[config.mk]
export PLATFORM = sky130hd
export DESIGN_NAME = bp_fpga_host_nbf_uart_tx_flat
export DESIGN_NICKNAME = d
export VERILOG_FILES = /design/src/rtl/bp_fpga_host_nbf_uart_tx_if.sv /design/src/rtl/bp_fpga_host_nbf_uart_tx.sv /design/src/flat_wrapper.sv
export SDC_FILE = /design/constraint.sdc
export NUM_CORES = 1
export LEC_CHECK = 0
export CAP_MARGIN = 30
export CORE_ASPECT_RATIO = 0.7
export CORE_MARGIN = 1.5
export CORE_UTILIZATION = 52
export DETAILED_ROUTE_END_ITERATION = 12
export MAX_ROUTING_LAYER = met4
export PLACE_DENSITY_LB_ADDON = 0.1
export SLEW_MARGIN = 20
export SYNTH_ARGS = -nofsm -noshare
export SYNTH_HDL_FRONTEND = slang
export SYNTH_SLANG_ARGS = --single-unit
[constraint.sdc]
create_clock -name clk -period 6.1 [get_ports clk]
set_clock_uncertainty 0.15 [all_clocks]
set_input_delay 0.915 -clock clk [delete_from_list [all_inputs] [get_ports clk]]
set_output_delay 0.915 -clock clk [all_outputs]
set_load 0.01 [all_outputs]
[src/rtl/bp_fpga_host_nbf_uart_tx_if.sv]
`default_nettype none
// ==== bp_fpga_host_nbf_uart_tx_if : NBF packet in / UART line out bundle, rev 1.0 ====
interface bp_fpga_host_nbf_uart_tx_if #(
  parameter int NBF_WIDTH = 112
);
  logic [NBF_WIDTH-1:0] i_nbf;
  logic                 i_nbf_v;
  logic                 o_nbf_ready_and;
  logic                 o_tx;
  logic                 o_busy;

  modport master (
    output i_nbf, i_nbf_v,
    input  o_nbf_ready_and, o_tx, o_busy
  );

  modport slave (
    input  i_nbf, i_nbf_v,
    output o_nbf_ready_and, o_tx, o_busy
  );
endinterface
`default_nettype wire

[src/rtl/bp_fpga_host_nbf_uart_tx.sv]
`default_nettype none
// ==== bp_fpga_host_nbf_uart_tx : serializes whole NBF packets onto a UART tx line, rev 1.0 ====
module bp_fpga_host_nbf_uart_tx #(
  parameter int NBF_ADDR_WIDTH   = 40,
  parameter int NBF_DATA_WIDTH   = 64,
  parameter int UART_CLK_PER_BIT = 10416,
  parameter int UART_DATA_BITS   = 8,
  parameter int UART_PARITY_BIT  = 0,
  parameter int UART_PARITY_ODD  = 0,
  parameter int UART_STOP_BITS   = 1
) (
  input  wire logic                    clk,
  input  wire logic                    rst,
  bp_fpga_host_nbf_uart_tx_if.slave    bus
);
  localparam int   NBF_WIDTH = 8 + NBF_ADDR_WIDTH + NBF_DATA_WIDTH;
  localparam int   NBF_BYTES = NBF_WIDTH / 8;
  localparam int   CLK_W     = $clog2(UART_CLK_PER_BIT);
  localparam int   BC_W      = (NBF_BYTES > 1) ? $clog2(NBF_BYTES) : 1;
  localparam logic PAR_ODD   = (UART_PARITY_ODD != 0);

  if (UART_DATA_BITS != 8 || (UART_STOP_BITS != 1 && UART_STOP_BITS != 2) ||
      UART_CLK_PER_BIT < 2 || (NBF_WIDTH % 8) != 0) begin : g_param_err
    $error("bp_fpga_host_nbf_uart_tx: unsupported parameter set");
  end

  typedef enum logic [2:0] {
    S_IDLE   = 3'd0,
    S_START  = 3'd1,
    S_DATA   = 3'd2,
    S_PARITY = 3'd3,
    S_STOP   = 3'd4
  } state_t;

  state_t               r_state,    w_state_nxt;
  logic [NBF_WIDTH-1:0] r_shift,    w_shift_nxt;
  logic [BC_W-1:0]      r_byte_cnt, w_byte_cnt_nxt;
  logic [2:0]           r_bit_cnt,  w_bit_cnt_nxt;
  logic                 r_stop_cnt, w_stop_cnt_nxt;
  logic [CLK_W-1:0]     r_clk_cnt,  w_clk_cnt_nxt;
  logic                 r_tx,       w_tx_nxt;
  logic                 w_ready;
  logic                 w_tick;
  logic [7:0]           w_byte_nxt;

  assign w_ready = (r_state == S_IDLE) & ~rst;
  assign w_tick  = (r_clk_cnt == CLK_W'(UART_CLK_PER_BIT - 1));

  always_comb begin
    w_state_nxt    = r_state;
    w_shift_nxt    = r_shift;
    w_byte_cnt_nxt = r_byte_cnt;
    w_bit_cnt_nxt  = r_bit_cnt;
    w_stop_cnt_nxt = r_stop_cnt;
    w_clk_cnt_nxt  = '0;
    if (r_state != S_IDLE)
      w_clk_cnt_nxt = w_tick ? '0 : r_clk_cnt + 1'b1;

    case (r_state)
      S_IDLE: begin
        if (bus.i_nbf_v & w_ready) begin
          w_state_nxt    = S_START;
          w_shift_nxt    = bus.i_nbf;
          w_byte_cnt_nxt = '0;
        end
      end
      S_START: begin
        if (w_tick) begin
          w_state_nxt   = S_DATA;
          w_bit_cnt_nxt = '0;
        end
      end
      S_DATA: begin
        if (w_tick) begin
          if (r_bit_cnt == 3'd7) begin
            w_state_nxt    = (UART_PARITY_BIT != 0) ? S_PARITY : S_STOP;
            w_stop_cnt_nxt = 1'b0;
          end else begin
            w_bit_cnt_nxt = r_bit_cnt + 3'd1;
          end
        end
      end
      S_PARITY: begin
        if (w_tick) begin
          w_state_nxt    = S_STOP;
          w_stop_cnt_nxt = 1'b0;
        end
      end
      S_STOP: begin
        if (w_tick) begin
          if (r_stop_cnt != 1'(UART_STOP_BITS - 1)) begin
            w_stop_cnt_nxt = 1'b1;
          end else if (r_byte_cnt != BC_W'(NBF_BYTES - 1)) begin
            // Next byte starts with no idle gap; bring it down to the low byte.
            w_state_nxt    = S_START;
            w_byte_cnt_nxt = r_byte_cnt + 1'b1;
            w_shift_nxt    = r_shift >> 8;
          end else begin
            w_state_nxt = S_IDLE;
          end
        end
      end
      default: w_state_nxt = S_IDLE;
    endcase

    // tx is registered from the next-state view so the line changes exactly on bit boundaries.
    w_byte_nxt = w_shift_nxt[7:0];
    case (w_state_nxt)
      S_START:  w_tx_nxt = 1'b0;
      S_DATA:   w_tx_nxt = w_byte_nxt[w_bit_cnt_nxt];
      S_PARITY: w_tx_nxt = (^w_byte_nxt) ^ PAR_ODD;
      default:  w_tx_nxt = 1'b1;
    endcase
  end

  always_ff @(posedge clk or posedge rst) begin
    if (rst) begin
      r_state    <= S_IDLE;
      r_shift    <= '0;
      r_byte_cnt <= '0;
      r_bit_cnt  <= '0;
      r_stop_cnt <= 1'b0;
      r_clk_cnt  <= '0;
      r_tx       <= 1'b1;
    end else begin
      r_state    <= w_state_nxt;
      r_shift    <= w_shift_nxt;
      r_byte_cnt <= w_byte_cnt_nxt;
      r_bit_cnt  <= w_bit_cnt_nxt;
      r_stop_cnt <= w_stop_cnt_nxt;
      r_clk_cnt  <= w_clk_cnt_nxt;
      r_tx       <= w_tx_nxt;
    end
  end

  assign bus.o_nbf_ready_and = w_ready;
  assign bus.o_tx            = r_tx;
  assign bus.o_busy          = (r_state != S_IDLE);

  a_nbf_v_known: assert property (@(posedge clk) disable iff (rst) !$isunknown(bus.i_nbf_v));

endmodule
`default_nettype wire

[src/flat_wrapper.sv]
// flat-port wrapper written by rule: the top's interface ports become plain ports
module bp_fpga_host_nbf_uart_tx_flat 
#(
  parameter int NBF_ADDR_WIDTH   = 40,
  parameter int NBF_DATA_WIDTH   = 64,
  parameter int UART_CLK_PER_BIT = 10416,
  parameter int UART_DATA_BITS   = 8,
  parameter int UART_PARITY_BIT  = 0,
  parameter int UART_PARITY_ODD  = 0,
  parameter int UART_STOP_BITS   = 1
)
  (clk, rst, bus_i_nbf, bus_i_nbf_v, bus_o_nbf_ready_and, bus_o_tx, bus_o_busy);
  bp_fpga_host_nbf_uart_tx_if #(.NBF_WIDTH((112))) bus_i ();
  input  wire logic clk;
  input  wire logic rst;
  input wire logic [$bits(bus_i.i_nbf)-1:0] bus_i_nbf;
  input wire logic [$bits(bus_i.i_nbf_v)-1:0] bus_i_nbf_v;
  output wire logic [$bits(bus_i.o_nbf_ready_and)-1:0] bus_o_nbf_ready_and;
  output wire logic [$bits(bus_i.o_tx)-1:0] bus_o_tx;
  output wire logic [$bits(bus_i.o_busy)-1:0] bus_o_busy;
  assign bus_i.i_nbf = bus_i_nbf;
  assign bus_i.i_nbf_v = bus_i_nbf_v;
  assign bus_o_nbf_ready_and = bus_i.o_nbf_ready_and;
  assign bus_o_tx = bus_i.o_tx;
  assign bus_o_busy = bus_i.o_busy;
  bp_fpga_host_nbf_uart_tx #(.NBF_ADDR_WIDTH(NBF_ADDR_WIDTH), .NBF_DATA_WIDTH(NBF_DATA_WIDTH), .UART_CLK_PER_BIT(UART_CLK_PER_BIT), .UART_DATA_BITS(UART_DATA_BITS), .UART_PARITY_BIT(UART_PARITY_BIT), .UART_PARITY_ODD(UART_PARITY_ODD), .UART_STOP_BITS(UART_STOP_BITS)) u_core (.clk(clk), .rst(rst), .bus(bus_i));
endmodule
Word level (Yosys, flattened, before mapping):

Index checks and enable logic that the tools add are counted.

* register bits after elaboration: 138
* input bits: 115
* logic and storage cells: 73

* add/sub/neg operators: 3
* magnitude comparators: 1
* equality and inequality tests: 17
* multiplexer cells: 34
* bitwise logic cells: 3
* reduce and logical (&&, ||, !) cells: 7

Operators by type and width (count)
* 112-bit 2-to-1 mux: 4
* 112-bit case mux with 2 select lines: 1
* 3-bit 2-to-1 mux: 10
* 14-bit 2-to-1 mux: 2
* 4-bit 2-to-1 mux: 4
* 3-bit case mux with 5 select lines: 1
* 14-bit by 1-bit adder with 14-bit output (second input constant): 1
* 14-bit equality test (second input constant): 1
* 3-bit by 2-bit equality test with 1-bit output (second input constant): 4
* 2-bit by 1-bit != test with 1-bit output (second input constant): 5
* 5-bit AND reduction: 2
* 4-bit case mux with 2 select lines: 1
* 8-bit parity: 1
* 1-bit 2-to-1 mux: 7
* 3-bit by 1-bit equality test with 1-bit output (second input constant): 2
* 3-bit equality test (second input constant): 2
* 1-bit case mux with 3 select lines: 2
* 3-bit case mux with 2 select lines: 1
* 3-bit nonzero test: 2
* 4-bit by 1-bit adder with 4-bit output (second input constant): 1
* 3-bit by 4-bit less-than comparator with 1-bit output (second input constant): 1
* 2-bit != test (second input constant): 2
* 4-bit != test (second input constant): 1
* 3-bit by 1-bit adder with 3-bit output (second input constant): 1
* other kinds (5): 6

Logic depth before layout (Yosys ltp):

Gate-level depths: netlist of run 1.

* depth in word-level cells: 8
* mapped depth: 11
* depth with buffers taken out: 10

Worst setup path before layout of run 1:

Ideal clock, no wire load.

* kind: register -> register
* start point: register u_core.r_clk_cnt[0]
* end point: register u_core.r_tx (netlist: u_core.bus.o_tx)
* data arrival time: 2.317 ns
* required time: 5.869 ns
* path slack: 3.551 ns
* stages on the path, launching flop included: 12
* clock period less this slack: 2.549 ns
* path through: dfrtp_1 > ha_1 > and4_1 > and4_4 > buf_6 > and2_4 > buf_6 > a221oi_2 > xor2_1 > xnor2_1 > xnor2_1 > o211ai_1

* cells in the longest elaborated chain, start to end: 6
* elaborated cells on any way between the ends: 18
* those cells by class: eq/ne: 4; mux: 13; reduce/logical: 1

RTL lines
* start, declared: RTL line bp_fpga_host_nbf_uart_tx.sv:40 `logic [CLK_W-1:0] r_clk_cnt, w_clk_cnt_nxt;`
* start signal, assigned: RTL line bp_fpga_host_nbf_uart_tx.sv:131 `r_clk_cnt <= w_clk_cnt_nxt;`
* 14-bit equality test *: RTL line bp_fpga_host_nbf_uart_tx.sv:47 `assign w_tick = (r_clk_cnt == CLK_W'(UART_CLK_PER_BIT - 1));`
* 112-bit 2-to-1 mux (tied with other cells): RTL line bp_fpga_host_nbf_uart_tx.sv:90 `if (w_tick) begin`
* 112-bit case mux with 2 select lines / 3-bit case mux with 2 select lines (equally long branches): RTL line bp_fpga_host_nbf_uart_tx.sv:59 `case (r_state)`
* 1-bit binary-select mux with 3-bit select: RTL line bp_fpga_host_nbf_uart_tx.sv:110 `S_DATA: w_tx_nxt = w_byte_nxt[w_bit_cnt_nxt];`
* 1-bit 2-to-1 mux (implied by the code): RTL line bp_fpga_host_nbf_uart_tx.sv:110
* 1-bit case mux with 3 select lines *: RTL line bp_fpga_host_nbf_uart_tx.sv:108 `case (w_state_nxt)`
* net u_core.w_tx_nxt: RTL line bp_fpga_host_nbf_uart_tx.sv:41 `logic r_tx, w_tx_nxt;`
* end signal, assigned: RTL line bp_fpga_host_nbf_uart_tx.sv:132 `r_tx <= w_tx_nxt;`
* end, declared: RTL line bp_fpga_host_nbf_uart_tx.sv:41

The timed path passes the listed nets; every way through them passes the cells marked *. The select of a mux whose other input is x is not followed.
A chain may end at the register's enable or synchronous reset.

Worst setup path in the final report of run 1:

* start point: input rst
* end point: register u_core.r_tx (netlist: u_core.bus.o_tx)

* cells in the longest elaborated chain, start to end: 8
* elaborated cells on any way between the ends: 14
* those cells by class: eq/ne: 3; mux: 7; bitwise: 3; reduce/logical: 1

RTL lines
* start, declared: RTL line flat_wrapper.sv:15 `input wire logic rst;`
* 1-bit inverter *: RTL line bp_fpga_host_nbf_uart_tx.sv:46 `assign w_ready = (r_state == S_IDLE) & ~rst;`
* 1-bit AND *: RTL line bp_fpga_host_nbf_uart_tx.sv:46
* 1-bit AND *: RTL line bp_fpga_host_nbf_uart_tx.sv:61 `if (bus.i_nbf_v & w_ready) begin`
* 112-bit 2-to-1 mux: RTL line bp_fpga_host_nbf_uart_tx.sv:61
* 112-bit case mux with 2 select lines: RTL line bp_fpga_host_nbf_uart_tx.sv:59
* 1-bit binary-select mux with 3-bit select: RTL line bp_fpga_host_nbf_uart_tx.sv:110
* 1-bit 2-to-1 mux (implied by the code): RTL line bp_fpga_host_nbf_uart_tx.sv:110
* 1-bit case mux with 3 select lines *: RTL line bp_fpga_host_nbf_uart_tx.sv:108
* net u_core.w_tx_nxt: RTL line bp_fpga_host_nbf_uart_tx.sv:41

Marks and branches as above.

==> impl_results.rst, run 1 <==
.. list-table::
   :header-rows: 1

   * - Metric
     - Value
   * - Detailed Routing Iterations Pass 1
     - 5
   * - Terminus of the critical flop-to-flop path
     - u_core.bus.o_tx$_DFF_PP1_
   * - Number of diodes added for antenna fixing
     - 0
   * - Final Hold Viols
     - 0
   * - Netlist area before placement
     - 6200 µm²
   * - Worst Slack Setup Final
     - between 2000 and 3000 ps
   * - Overall die area
     - approximately 13000 µm²
   * - Pin count of the biggest net entering global routing
     - a little under 100
   * - Fraction of power spent switching nets
     - roughly 21%
   * - Worst min-delay path endpoint
     - u_core.r_shift[38]$_DFFE_PP0P_
   * - Count of vias placed by the detailed router
     - about 5.1k
   * - Clock transition at the registers of the reported paths
     - approximately 60 ps
   * - Endpoint kind of the worst setup timing path
     - flop
   * - Cell internal power dissipation
     - approximately 1700 µW
   * - Sequential element share of the synthesized area
     - a little under three fifths
   * - Ranking of synthesized cells by area
     - sky130_fd_sc_hd__dfrtp_1, sky130_fd_sc_hd__nand2_1, sky130_fd_sc_hd__a22oi_1, sky130_fd_sc_hd__xor2_1, sky130_fd_sc_hd__clkbuf_1
   * - Number of library cell types mapped by synthesis
     - 45
   * - Final hold slack
     - approximately 320 ps
   * - Core Footprint
     - 11700 µm²
   * - Cell type contributing the most total cell area after synthesis
     - sky130_fd_sc_hd__dfrtp_1
   * - Nets
     - 850
   * - Number of antenna violations at the first check in global routing
     - 0
   * - Dpl ws
     - approximately 2400 ps
   * - Average wire length per cell after detail routing
     - roughly 17 µm
   * - R2r worst-path depth
     - 9
   * - Number of buffer and inverter stages on the critical path
     - 2
   * - Num CTS Buffers
     - 17
   * - # DRC
     - 0
   * - Drt first-iter violations
     - 480
   * - Power Density
     - between 200 and 300 nW/µm²
   * - Clock tree from TritonCTS
     - built
   * - Required arrival time at the worst endpoint
     - 6280 ps
   * - Overall die height
     - approximately 94 µm
   * - Largest delay share family, worst path
     - buffers and inverters
   * - Relative contribution of sequential cells to total power
     - between 40% and 50%
   * - Net load switching power
     - 458 µW
   * - Top layer reached by signal wires
     - met4
   * - Peak per-stage delay on the critical path
     - around 540 ps
   * - Setup repair after global routing missed its margin
     - no
   * - Wire length on met3
     - slightly below 900 µm
   * - Syn Area/Cell
     - 9.85 µm²
   * - Chip width
     - 134 µm
   * - Synth async-reset ratio
     - between 90% and 100%
   * - Synthesized Nets
     - roughly 750
   * - Slowest cell on the critical path
     - sky130_fd_sc_hd__clkdlybuf4s50_1
   * - R2R setup slack
     - ~2800 ps
   * - Aggregate global routing overflow
     - 0
   * - Clock Sinks
     - 137
   * - Clock latency on the worst-skew pair
     - slightly above 400 ps
   * - Final estimated routing congestion in global placement
     - slightly above 0.9
   * - Worst ir drop on vdd
     - 200 µV
   * - DR vias/cell
     - about 5.6
   * - Logic pwr share
     - roughly 5.8%
   * - Synthesis-to-layout area growth
     - 30.3%
   * - Max-slew violation count
     - 0
   * - Number of rows created at floorplan
     - 33
   * - MaxCap Viol Count
     - 0
   * - Hold Startpoint
     - u_core.r_shift[38]$_DFFE_PP0P_
   * - Clock group share of total power
     - between 40% and 50%
   * - Total negative slack
     - 0 ps
   * - Worst-margin pin slew
     - 857 ps
   * - Final Critical Period
     - about 3300 ps
   * - CTS H-Tree Depth
     - 4
   * - Total global-route track usage
     - between 20% and 30%
   * - Met1 Wirelength
     - between 7 and 8 mm
   * - Register bit count reported by yosys
     - 137
   * - EDFF count, synth
     - 0
   * - Final worst path period share
     - a little over half
   * - Boundary Pins
     - around 120
   * - Vias in the first global route
     - 5085
   * - Leakage component of the power
     - ~0.004 µW
   * - Count of antenna-violating nets left after detailed routing
     - 0
   * - Classification of the worst-slack hold path
     - reg -> reg
   * - Most used standard cells in the synthesized netlist
     - sky130_fd_sc_hd__nand2_1, sky130_fd_sc_hd__dfrtp_1, sky130_fd_sc_hd__a22oi_1
   * - Filler cells
     - around 900
   * - Critical path, cell by cell
     - clkdlybuf4s50_1 > nand2b_1 > nor2_4 > buf_4 > o221ai_2 > nor2_1 > mux2i_1 > mux2_2 > a21oi_1 > o211ai_1
   * - Run status
     - completed
   * - Number of warnings issued by yosys
     - 0
   * - Area of placed instances
     - about 7500 µm²
   * - Crit path DAT
     - about 3500 ps
   * - Gate count of the mapped netlist
     - 630
   * - Top_reg_cell synth
     - sky130_fd_sc_hd__dfrtp_1
   * - Share of Yosys cell area claimed by the top area cell type
     - between 50% and 60%
   * - Fraction of layout cells with a size suffix above 1
     - 7.66%
   * - Post-cts hold buffer count
     - 0
   * - Crit path launch type
     - primary input
   * - Post-detail-place hpwl
     - 10.0 mm
   * - Max Fanout on Critical Path
     - between 40 and 50
   * - Number of port buffers
     - ~120
   * - RR Startpoint
     - u_core.r_state[2]$_DFF_PP0_
   * - Global-route wire length before repair
     - between 20 and 30 mm
   * - Clk root buf
     - sky130_fd_sc_hd__clkbuf_16
   * - Post-route cell area
     - between 8000 and 9000 µm²
   * - Cell with the most instances after synthesis
     - sky130_fd_sc_hd__nand2_1
   * - Longest Clk Path Bufs
     - 2
   * - Fmax
     - between 200 and 300 MHz
   * - Met2 wire len
     - 6.88 mm
   * - Worst setup path category
     - in -> reg
   * - Normalized max-slew margin
     - 42.9%
   * - Post-CTS setup buffers
     - 0
   * - Number of failing setup endpoints in the final timing report
     - 0
   * - Hold Crit Depth
     - 2
   * - Total Wirelength
     - roughly 15 mm
   * - # resized after CTS
     - 0
   * - Initial core utilization
     - a little over half
==> state kept, by name (all words and copies together) (netlist names) <==
| signal | cells |
|---|---|
| u_core.bus.o_tx | 1 |
| u_core.r_bit_cnt | 3 |
| u_core.r_byte_cnt | 4 |
| u_core.r_clk_cnt | 14 |
| u_core.r_shift | 112 |
| u_core.r_state | 3 |
==> kinds of logic after synthesis <==
kind of cell,Yosys count,share of synthesized area (%)
flops,137,55.3
simple gates,272,18.8
xor+xnor,20,2.82
compound gates,140,17.6
mux,5,0.867
buf+inv,52,3.81
fa+ha+maj,4,0.807
==> placed cells by master, fill, tap and decap left out, types with 3 or more instances in the layout <==
cell                              instances
sky130_fd_sc_hd__a221o_1                  3
sky130_fd_sc_hd__nor2_1                  21
sky130_fd_sc_hd__o21ai_0                  8
sky130_fd_sc_hd__and3_1                   5
sky130_fd_sc_hd__nand2b_1                 3
sky130_fd_sc_hd__a22o_1                   8
sky130_fd_sc_hd__a21oi_1                  8
sky130_fd_sc_hd__buf_4                    4
sky130_fd_sc_hd__nand2_1                205
sky130_fd_sc_hd__bufinv_16                3
sky130_fd_sc_hd__ha_1                     4
sky130_fd_sc_hd__or3_1                    4
sky130_fd_sc_hd__nor3_1                   3
sky130_fd_sc_hd__o211ai_1                 3
sky130_fd_sc_hd__xnor2_1                  7
sky130_fd_sc_hd__a22oi_1                 99
sky130_fd_sc_hd__clkdlybuf4s50_1        117
sky130_fd_sc_hd__clkbuf_16               17
sky130_fd_sc_hd__inv_1                   10
sky130_fd_sc_hd__xor2_1                  13
sky130_fd_sc_hd__mux2_2                   3
sky130_fd_sc_hd__or2_2                    3
sky130_fd_sc_hd__nand4_1                  6
sky130_fd_sc_hd__clkinvlp_4               4
sky130_fd_sc_hd__dfrtp_1                136
sky130_fd_sc_hd__nand3_1                  9
==> metrics by stage <==
| step | utilization, % | std cells | power [µW] |
|---|---|---|---|
| detailed placement | 64.0 | 869 | 1090 |
| floorplan | - | 630 | 999 |
| global route | 69.2 | 901 | 2210 |
| finish | 69.2 | 901 | 2140 |
| global placement | 63.5 | 867 | 1090 |
| CTS | 69.2 | 901 | 2150 |
==> power groups by stage <==
stage / Clock [µW] / Combinational, µW / Sequential [µW]
6_report: 1060 / 124 / 953
5_1_grt: 1110 / 137 / 956
4_1_cts: 1070 / 126 / 953
3_5_place_dp: 0 / 125 / 969
3_3_place_gp: 0 / 123 / 968
2_1_floorplan: 0 / 36.0 / 964
==> worst register-to-register path, stage by stage, from the launching register on <==
cell and delay (ps):
sky130_fd_sc_hd__dfrtp_1 600, sky130_fd_sc_hd__or3b_4 480, sky130_fd_sc_hd__nor2b_4 200, sky130_fd_sc_hd__and2_4 520, sky130_fd_sc_hd__buf_16 320, sky130_fd_sc_hd__a221o_1 270, sky130_fd_sc_hd__nand2b_1 120, sky130_fd_sc_hd__o211ai_1 120
sky130_fd_sc_hd__a221o_1 330, sky130_fd_sc_hd__o211ai_1 100
==> final cells by class <==
| cell class | count | area, µm² | share of cell area, % |
|---|---|---|---|
| multi-input cells | 441 | 2550 | 31.5 |
| inverters | 11 | 46.3 | 0.573 |
| clock inverters | 11 | 148 | 1.83 |
| flip-flops and latches | 137 | 3430 | 42.4 |
| repair buffers | 123 | 1260 | 15.5 |
| well taps | 157 | 196 | 2.43 |
| clock buffers | 21 | 460 | 5.70 |
==> worst max-delay path by stage <==
stage	depth (start not counted)	start	to	slack (ps)
floorplan	1	rst	u_core.r_bit_cnt[0]$_DFF_PP0_	1370
global placement	10	rst	u_core.bus.o_tx$_DFF_PP1_	2090
detailed placement	10	rst	u_core.bus.o_tx$_DFF_PP1_	2390
CTS	10	rst	u_core.bus.o_tx$_DFF_PP1_	2790
global route	10	rst	u_core.bus.o_tx$_DFF_PP1_	2590
finish	10	rst	u_core.bus.o_tx$_DFF_PP1_	2760
==> routing by layer <==
metal,vias up,GRT usage [%]
li1,2399,-
met1,2503,37.0
met2,137,38.9
met3,15,7.35
met4,0,6.52
met5,-,-
No activity file was read; power rests on OpenSTA's default activity.
==> inputs of run 2 (changes only) <==
==> constraint.sdc (replaced) <==
create_clock -name clk -period 3.3 [get_ports clk]
set_clock_uncertainty 0.15 [all_clocks]
set_input_delay 0.495 -clock clk [delete_from_list [all_inputs] [get_ports clk]]
set_output_delay 0.495 -clock clk [all_outputs]
set_load 0.01 [all_outputs]
==> impl_results.rst, run 2 (synthesized netlist as in run 1, its figures left out) <==
.. list-table::
   :header-rows: 1

   * - Metric
     - Value
   * - Run status
     - completed (unchanged)
   * - Number of port buffers
     - 117 (unchanged)
   * - Total global-route track usage
     - 27.4% (was 26.6%)
   * - Fraction of layout cells with a size suffix above 1
     - 8.41% (was 7.66%)
   * - Drt first-iter violations
     - 427 (was 480)
   * - R2r worst-path depth
     - 8 (was 9)
   * - Classification of the worst-slack hold path
     - reg -> reg (unchanged)
   * - Clk root buf
     - sky130_fd_sc_hd__clkbuf_16 (unchanged)
   * - Number of rows created at floorplan
     - 33 (unchanged)
   * - Final worst path period share
     - between 90% and 100%
   * - Clock transition at the registers of the reported paths
     - 60 ps (about the same)
   * - MaxCap Viol Count
     - 0 (unchanged)
   * - Post-detail-place hpwl
     - 10.5 mm (was 10.0 mm)
   * - Peak per-stage delay on the critical path
     - 450 ps (was 540 ps)
   * - Area of placed instances
     - 7480 µm² (was 7470 µm²)
   * - Clock Sinks
     - 137 (unchanged)
   * - Endpoint kind of the worst setup timing path
     - flop (unchanged)
   * - Number of cells in the finished layout apart from fillers
     - 906 (was 901)
   * - Filler cells
     - 863 (was 899)
   * - Register area
     - 3430 µm² (unchanged)
   * - Power Density
     - 494 nW/µm² (was 264 nW/µm²)
   * - Hold Crit Depth
     - 2 (unchanged)
   * - Clock latency on the worst-skew pair
     - 410 ps (about the same)
   * - Leakage component of the power
     - 0.00394 µW (was 0.00390 µW)
   * - Detailed Routing Iterations Pass 1
     - 5 (unchanged)
   * - Normalized max-slew margin
     - 46.2% (was 42.9%)
   * - Setup repair after global routing missed its margin
     - no (unchanged)
   * - Worst min-delay path endpoint
     - u_core.r_shift[75]$_DFFE_PP0P_ (was u_core.r_shift[38]$_DFFE_PP0P_)
   * - R2R setup slack
     - 290 ps (was 2820 ps)
   * - Top library cells by usage in the layout, fill and taps aside
     - sky130_fd_sc_hd__nand2_1, sky130_fd_sc_hd__dfrtp_1, sky130_fd_sc_hd__clkdlybuf4s50_1 (unchanged)
   * - # DRC
     - 0 (unchanged)
   * - Post-CTS setup buffers
     - 0 (unchanged)
   * - Max-slew violation count
     - 0 (unchanged)
   * - Terminus of the critical flop-to-flop path
     - u_core.r_shift[74]$_DFFE_PP0P_ (was u_core.bus.o_tx$_DFF_PP1_)
   * - Largest delay share family, worst path
     - simple AND/OR/NAND/NOR gates (was buffers and inverters)
   * - Hold Startpoint
     - u_core.r_shift[75]$_DFFE_PP0P_ (was u_core.r_shift[38]$_DFFE_PP0P_)
   * - DR vias/cell
     - 5.74 (was 5.61)
   * - # resized after CTS
     - 0 (unchanged)
   * - Global-route wire length before repair
     - 25.6 mm (was 25.0 mm)
   * - Regs by FF count
     - u_core.r_shift: 112 flops, u_core.r_clk_cnt: 14 flops, u_core.r_byte_cnt: 4 flops (unchanged)
   * - Crit path launch type
     - flop (was primary input)
   * - RR Startpoint
     - u_core.r_clk_cnt[0]$_DFF_PP0_ (was u_core.r_state[2]$_DFF_PP0_)
   * - Overall die area
     - 12600 µm² (unchanged)
   * - Overall die height
     - 94.4 µm (unchanged)
   * - Worst ir drop on vdd
     - 377 µV (was 200 µV)
   * - Count of vias placed by the detailed router
     - 5203 (was 5054)
   * - Max Fanout on Critical Path
     - 30 (was 49)
   * - Average wire length per cell after detail routing
     - 17.6 µm (was 16.9 µm)
   * - Pin count of the biggest net entering global routing
     - 73 (was 97)
   * - Number of placed cells counting well taps
     - 874 (was 869)
   * - Fmax
     - about 330 MHz
   * - Final estimated routing congestion in global placement
     - 0.922 (was 0.928)
   * - Boundary Pins
     - 118 (unchanged)
   * - Critical path, cell by cell
     - ha_1 > and4_1 > and4_4 > and2_4 > buf_4 > buf_4 > a22oi_1 > nand2_1 (was clkdlybuf4s50_1 > nand2b_1 > nor2_4 > buf_4 > o221ai_2 > nor2_1 > mux2i_1 > mux2_2 > a21oi_1 > o211ai_1)
   * - Synthesis-to-layout area growth
     - 30.9% (was 30.3%)
   * - Area of the multi-input gates
     - 2550 µm² (unchanged)
   * - Vias in the first global route
     - 5071 (was 5085)
   * - CTS H-Tree Depth
     - 4 (unchanged)
   * - Post-cts hold buffer count
     - 0 (unchanged)
   * - Worst-margin pin slew
     - 807 ps (was 857 ps)
   * - Core Footprint
     - 11700 µm² (unchanged)
   * - Aggregate global routing overflow
     - 0 (unchanged)
   * - Number of diodes added for antenna fixing
     - 0 (unchanged)
   * - Commonest non-fill, non-tap cell in the layout
     - sky130_fd_sc_hd__nand2_1 (unchanged)
   * - Most Frequent Cell on Critical Path
     - sky130_fd_sc_hd__buf_4
   * - Total Wirelength
     - 15.9 mm (was 15.2 mm)
   * - Crit path DAT
     - 3200 ps (was 3520 ps)
   * - Final Hold Viols
     - 0 (unchanged)
   * - Count of antenna-violating nets left after detailed routing
     - 0 (unchanged)
   * - Number of failing setup endpoints in the final timing report
     - 0 (unchanged)
   * - Clock tree from TritonCTS
     - built (unchanged)
   * - Flip-flop count of the largest register, all copies and words added
     - 112 (unchanged)
   * - Chip width
     - 134 µm (unchanged)
   * - Required arrival time at the worst endpoint
     - 3490 ps (was 6280 ps)
   * - Post-route cell area
     - 8120 µm² (was 8080 µm²)
   * - Total negative slack
     - 0 ps (unchanged)
   * - Number of antenna violations at the first check in global routing
     - 0 (unchanged)
   * - Worst setup path category
     - reg -> reg (was in -> reg)
   * - Final Critical Period
     - around 3000 ps
   * - Longest Clk Path Bufs
     - 2 (unchanged)
   * - Slowest cell on the critical path
     - sky130_fd_sc_hd__and2_4 (was sky130_fd_sc_hd__clkdlybuf4s50_1)
   * - Nets
     - 855 (was 850)
   * - Initial core utilization
     - 53.1% (unchanged)
   * - Most flop-heavy register
     - u_core.r_shift (unchanged)
   * - Number of buffer and inverter stages on the critical path
     - 2 (unchanged)
   * - Num CTS Buffers
     - 17 (unchanged)
[run 2: cell count changes in the layout (fill, tap and decap cells not counted)]
cell	delta
sky130_fd_sc_hd__buf_12	+1
sky130_fd_sc_hd__bufinv_16	+1
sky130_fd_sc_hd__clkinv_4	+2
sky130_fd_sc_hd__buf_16	-2
sky130_fd_sc_hd__clkbuf_8	+1
sky130_fd_sc_hd__clkinvlp_4	-2
sky130_fd_sc_hd__clkbuf_1	-1
sky130_fd_sc_hd__buf_4	+6
sky130_fd_sc_hd__clkinv_2	+1
sky130_fd_sc_hd__inv_6	-2
[run 2: metal layers]
layer  wire length [µm]  up-vias  track usage (%)  share of wire (%)
met4                176        0             7.79                1.1
met3                986       19             7.46                6.2
li1                   -     2412                -                  -
met5                  0        -                -                  0
met1               7400     2594             37.2                 47
met2               7340      178             40.6                 46
[run 2: worst max path at each step]
stage / slack (ps) / end / from / cells past startpoint
4_1_cts: 320 / u_core.r_shift[74]$_DFFE_PP0P_ / u_core.r_clk_cnt[0]$_DFF_PP0_ / 8
2_1_floorplan: 750 / u_core.bus.o_tx$_DFF_PP1_ / u_core.r_clk_cnt[0]$_DFF_PP0_ / 11
3_3_place_gp: 480 / u_core.r_shift[82]$_DFFE_PP0P_ / u_core.r_clk_cnt[0]$_DFF_PP0_ / 8
5_1_grt: 160 / u_core.r_shift[74]$_DFFE_PP0P_ / u_core.r_clk_cnt[0]$_DFF_PP0_ / 8
6_report: 290 / u_core.r_shift[74]$_DFFE_PP0P_ / u_core.r_clk_cnt[0]$_DFF_PP0_ / 8
3_5_place_dp: 390 / u_core.r_shift[74]$_DFFE_PP0P_ / u_core.r_clk_cnt[0]$_DFF_PP0_ / 8
[run 2: area by class of cell]
cell class                 instances  share of cell area (%)
tap                              157                    2.42
timing repair buffer             128                    15.6
clock buffer                      21                    5.79
sequential                       137                    42.2
inverter                          11                   0.555
clock inverter                    11                    2.08
multi-input combinational        441                    31.3
[run 2: worst reg2reg max path, stage by stage (launching register included)]
cell and delay, ps:
sky130_fd_sc_hd__dfrtp_1 400, sky130_fd_sc_hd__ha_1 230, sky130_fd_sc_hd__and4_1 300, sky130_fd_sc_hd__and4_4 340
sky130_fd_sc_hd__and2_4 450, sky130_fd_sc_hd__buf_4 400, sky130_fd_sc_hd__buf_4 380, sky130_fd_sc_hd__a22oi_1 150
sky130_fd_sc_hd__nand2_1 140
[run 2: report_power, final]
group / switching [µW] / leakage [µW] / internal, µW
Clock: 697 / 0.000313 / 1320
Sequential: 32.6 / 0.00181 / 1730
Combinational: 86.7 / 0.00182 / 143
[run 2: per-stage QoR]
stage / setup slack [ps] / total power, µW / utilization (%) / hold slack (ps)
floorplan: 751 / 1850 / - / 288
global placement: 484 / 2020 / 64.0 / 301
detailed placement: 385 / 2020 / 64.0 / 306
CTS: 323 / 4050 / 69.5 / 319
global route: 157 / 4160 / 69.5 / 329
finish: 291 / 4020 / 69.5 / 315
==> inputs of run 3 (changes only) <==
--- a/config.mk
+++ b/config.mk
@@ -8,8 +8,9 @@
 export CAP_MARGIN = 30
 export CORE_ASPECT_RATIO = 0.7
 export CORE_MARGIN = 1.5
-export CORE_UTILIZATION = 52
+export CORE_UTILIZATION = 58
 export DETAILED_ROUTE_END_ITERATION = 12
+export DONT_BUFFER_PORTS = 1
 export MAX_ROUTING_LAYER = met4
 export PLACE_DENSITY_LB_ADDON = 0.1
 export SLEW_MARGIN = 20
==> constraint.sdc (replaced) <==
create_clock -name clk -period 3.04 [get_ports clk]
set_clock_uncertainty 0.15 [all_clocks]
set_input_delay 0.456 -clock clk [delete_from_list [all_inputs] [get_ports clk]]
set_output_delay 0.456 -clock clk [all_outputs]
set_load 0.01 [all_outputs]
==> impl_results.rst, run 3 (synthesized netlist as in run 1, its figures left out) <==
.. list-table::
   :header-rows: 1

   * - Metric
     - Value
   * - Regs by FF count
     - u_core.r_shift: 112 flops, u_core.r_clk_cnt: 14 flops, u_core.r_byte_cnt: 4 flops (unchanged)
   * - Leakage component of the power
     - 0.00350 µW (was 0.00394 µW)
   * - Hold Crit Depth
     - 2 (unchanged)
   * - Clock tree from TritonCTS
     - built (unchanged)
   * - Post-route cell area
     - 6960 µm² (was 8120 µm²)
   * - Chip width
     - 127 µm (was 134 µm)
   * - Top library cells by usage in the layout, fill and taps aside
     - sky130_fd_sc_hd__nand2_1, sky130_fd_sc_hd__dfrtp_1, sky130_fd_sc_hd__a22oi_1 (was sky130_fd_sc_hd__nand2_1, sky130_fd_sc_hd__dfrtp_1, sky130_fd_sc_hd__clkdlybuf4s50_1)
   * - Total negative slack
     - 0 ps (unchanged)
   * - Count of antenna-violating nets left after detailed routing
     - 0 (unchanged)
   * - Drt first-iter violations
     - 386 (was 427)
   * - Total Wirelength
     - 14.5 mm (was 15.9 mm)
   * - Final worst path period share
     - 91.0% (was 91.2%)
   * - Logic pwr share
     - 2.3% (was 5.7%)
   * - DR vias/cell
     - 6.10 (was 5.74)
   * - Crit path DAT
     - 2950 ps (was 3200 ps)
   * - Num CTS Buffers
     - 17 (unchanged)
   * - Number of port buffers
     - 0 (was 117)
   * - Number of rows created at floorplan
     - 31 (was 33)
   * - Fraction of power spent switching nets
     - 20.0% (was 20.3%)
   * - Synthesis-to-layout area growth
     - 12.2% (was 30.9%)
   * - # resized after CTS
     - 0 (unchanged)
   * - Relative contribution of sequential cells to total power
     - 44.5% (was 43.9%)
   * - Aggregate global routing overflow
     - 0 (unchanged)
   * - Final Critical Period
     - 2770 ps (was 3010 ps)
   * - Overall die height
     - 89.5 µm (was 94.4 µm)
   * - Overall die area
     - 11300 µm² (was 12600 µm²)
   * - Flip-flop count of the largest register, all copies and words added
     - 112 (unchanged)
   * - Number of failing setup endpoints in the final timing report
     - 0 (unchanged)
   * - Instance count on the critical path
     - 6 (was 8)
   * - Worst setup path category
     - reg -> reg (unchanged)
   * - Most flop-heavy register
     - u_core.r_shift (unchanged)
   * - Total global-route track usage
     - 27.0% (was 27.4%)
   * - Cell internal power dissipation
     - 3440 µW (was 3200 µW)
   * - Net load switching power
     - 860 µW (was 817 µW)
   * - Global-route wire length before repair
     - 22.3 mm (was 25.6 mm)
   * - Vias in the first global route
     - 4211 (was 5071)
   * - Commonest non-fill, non-tap cell in the layout
     - sky130_fd_sc_hd__nand2_1 (unchanged)
   * - Clock transition at the registers of the reported paths
     - 60 ps (about the same)
   * - Clock group share of total power
     - 53.2% (was 50.3%)
   * - Required arrival time at the worst endpoint
     - 3230 ps (was 3490 ps)
   * - Run status
     - completed (unchanged)
   * - Setup repair after global routing missed its margin
     - no (unchanged)
   * - Fmax
     - 362 MHz (was 332 MHz)
   * - Area of placed instances
     - 6290 µm² (was 7480 µm²)
   * - Endpoint kind of the worst setup timing path
     - flop (unchanged)
   * - Clock latency on the worst-skew pair
     - 420 ps (was 410 ps)
   * - Nets
     - 738 (was 855)
   * - Max Fanout on Critical Path
     - 73 (was 30)
   * - Pin count of the biggest net entering global routing
     - 74 (was 73)
   * - Final Hold Viols
     - 0 (unchanged)
   * - Dpl ws
     - 332 ps (was 385 ps)
   * - Critical path, cell by cell
     - or3b_4 > nor2b_4 > and2_4 > buf_4 > a22oi_1 > nand2_1 (was ha_1 > and4_1 > and4_4 > and2_4 > buf_4 > buf_4 > a22oi_1 > nand2_1)
   * - Slowest cell on the critical path
     - sky130_fd_sc_hd__buf_4 (was sky130_fd_sc_hd__and2_4)
   * - Fraction of layout cells with a size suffix above 1
     - 9.65% (was 8.41%)
   * - Boundary Pins
     - 118 (unchanged)
   * - Largest delay share family, worst path
     - simple AND/OR/NAND/NOR gates (unchanged)
   * - Initial core utilization
     - 59.7% (was 53.1%)
   * - MaxCap Viol Count
     - 0 (unchanged)
   * - Max-slew violation count
     - 0 (unchanged)
   * - R2r worst-path depth
     - 6 (was 8)
   * - Worst-margin pin slew
     - 763 ps (was 807 ps)
   * - Worst ir drop on vdd
     - 446 µV (was 377 µV)
   * - Peak per-stage delay on the critical path
     - 620 ps (was 450 ps)
   * - Clk root buf
     - sky130_fd_sc_hd__clkbuf_16 (unchanged)
   * - Final estimated routing congestion in global placement
     - 0.892 (was 0.922)
   * - Power Density
     - 617 nW/µm² (was 494 nW/µm²)
   * - Detailed Routing Iterations Pass 1
     - 8 (was 5)
   * - Post-CTS setup buffers
     - 0 (unchanged)
   * - Core Footprint
     - 10400 µm² (was 11700 µm²)
   * - Crit path launch type
     - flop (unchanged)
   * - Average wire length per cell after detail routing
     - 18.9 µm (was 17.6 µm)
   * - Longest Clk Path Bufs
     - 2 (unchanged)
   * - Clock Sinks
     - 137 (unchanged)
   * - Post-detail-place hpwl
     - 9.75 mm (was 10.5 mm)
   * - Number of buffer and inverter stages on the critical path
     - 1 (was 2)
   * - Number of antenna violations at the first check in global routing
     - 0 (unchanged)
   * - Normalized max-slew margin
     - 49.2% (was 46.2%)
   * - Number of diodes added for antenna fixing
     - 0 (unchanged)
   * - Count of vias placed by the detailed router
     - 4662 (was 5203)
   * - Filler cells
     - 860 (was 863)
   * - # DRC
     - 0 (unchanged)
   * - Classification of the worst-slack hold path
     - in -> reg (was reg -> reg)
   * - CTS H-Tree Depth
     - 4 (unchanged)
   * - Worst Slack Setup Final
     - 274 ps (was 291 ps)
==> run 3: cell count changes in the layout (fill, tap and decap cells not counted) <==
cell / before / now
sky130_fd_sc_hd__clkdlybuf4s50_1: 117 / 0
sky130_fd_sc_hd__bufinv_16: 4 / 5
sky130_fd_sc_hd__clkinv_2: 3 / 1
sky130_fd_sc_hd__dlygate4sd3_1: 0 / 1
sky130_fd_sc_hd__buf_4: 10 / 8
sky130_fd_sc_hd__clkinv_4: 3 / 2
sky130_fd_sc_hd__buf_12: 1 / 2
sky130_fd_sc_hd__clkbuf_1: 1 / 2
sky130_fd_sc_hd__inv_6: 0 / 1
==> run 3: repair_timing <==
| item | in CTS | in global routing |
|---|---|---|
| hold buffers | 1 | 0 |
| endpoints found under the setup margin | 0 | 0 |
| hold endpoints to repair | 21 | 0 |
==> run 3: routing by layer <==
layer	track usage, %	part of all wire (%)
met5	-	0
met4	9.82	1.3
met3	8.44	7.8
met2	34.5	44
met1	39.6	47
==> run 3: final timing paths <==
kind / start / end / slack, ps
worst min register to register: u_core.r_shift[79]$_DFFE_PP0P_ / u_core.r_shift[79]$_DFFE_PP0P_ / 320
worst max-delay path: u_core.r_state[2]$_DFF_PP0_ / u_core.r_shift[20]$_DFFE_PP0P_ / 270
worst min-delay path: bus_i_nbf[70] / u_core.r_shift[70]$_DFFE_PP0P_ / 30
min in group asynchronous: rst / u_core.r_bit_cnt[2]$_DFF_PP0_ / 440
max in group asynchronous: rst / u_core.r_shift[97]$_DFFE_PP0P_ / 1600
worst max register to register: u_core.r_state[2]$_DFF_PP0_ / u_core.r_shift[20]$_DFFE_PP0P_ / 270
==> run 3: layout make-up <==
cell class	instances	area (µm²)	share of cell area, %
Clock buffer	22	474	6.81
Clock inverter	10	189	2.71
Inverter	11	45.0	0.647
Multi-Input combinational cell	441	2550	36.6
Sequential cell	137	3430	49.3
Tap cell	132	165	2.37
Timing Repair Buffer	11	110	1.58
==> run 3: power groups by stage <==
stage	clock, µW	sequential [µW]	combinational (µW)
2_1_floorplan	0	1930	72.6
3_3_place_gp	0	1940	94.9
3_5_place_dp	0	1940	99.2
4_1_cts	2320	1910	101
5_1_grt	2410	1920	116
6_report	2290	1910	96.8
==> run 3: worst reg2reg max path, stage by stage (launching register included) <==
cell and delay, ps:
sky130_fd_sc_hd__dfrtp_1 600, sky130_fd_sc_hd__or3b_4 480, sky130_fd_sc_hd__nor2b_4 180, sky130_fd_sc_hd__and2_4 240, sky130_fd_sc_hd__buf_4 620, sky130_fd_sc_hd__a22oi_1 300
sky130_fd_sc_hd__nand2_1 120
==> run 3: through the flow <==
step / hold slack [ps] / power [µW] / instances / util [%]
global route: 17.9 / 4440 / 764 / 66.9
CTS: 18.3 / 4330 / 764 / 66.9
global placement: 270 / 2040 / 731 / 60.5
detailed placement: 276 / 2040 / 731 / 60.5
floorplan: 288 / 2010 / 630 / -
finish: 26.0 / 4300 / 764 / 66.9
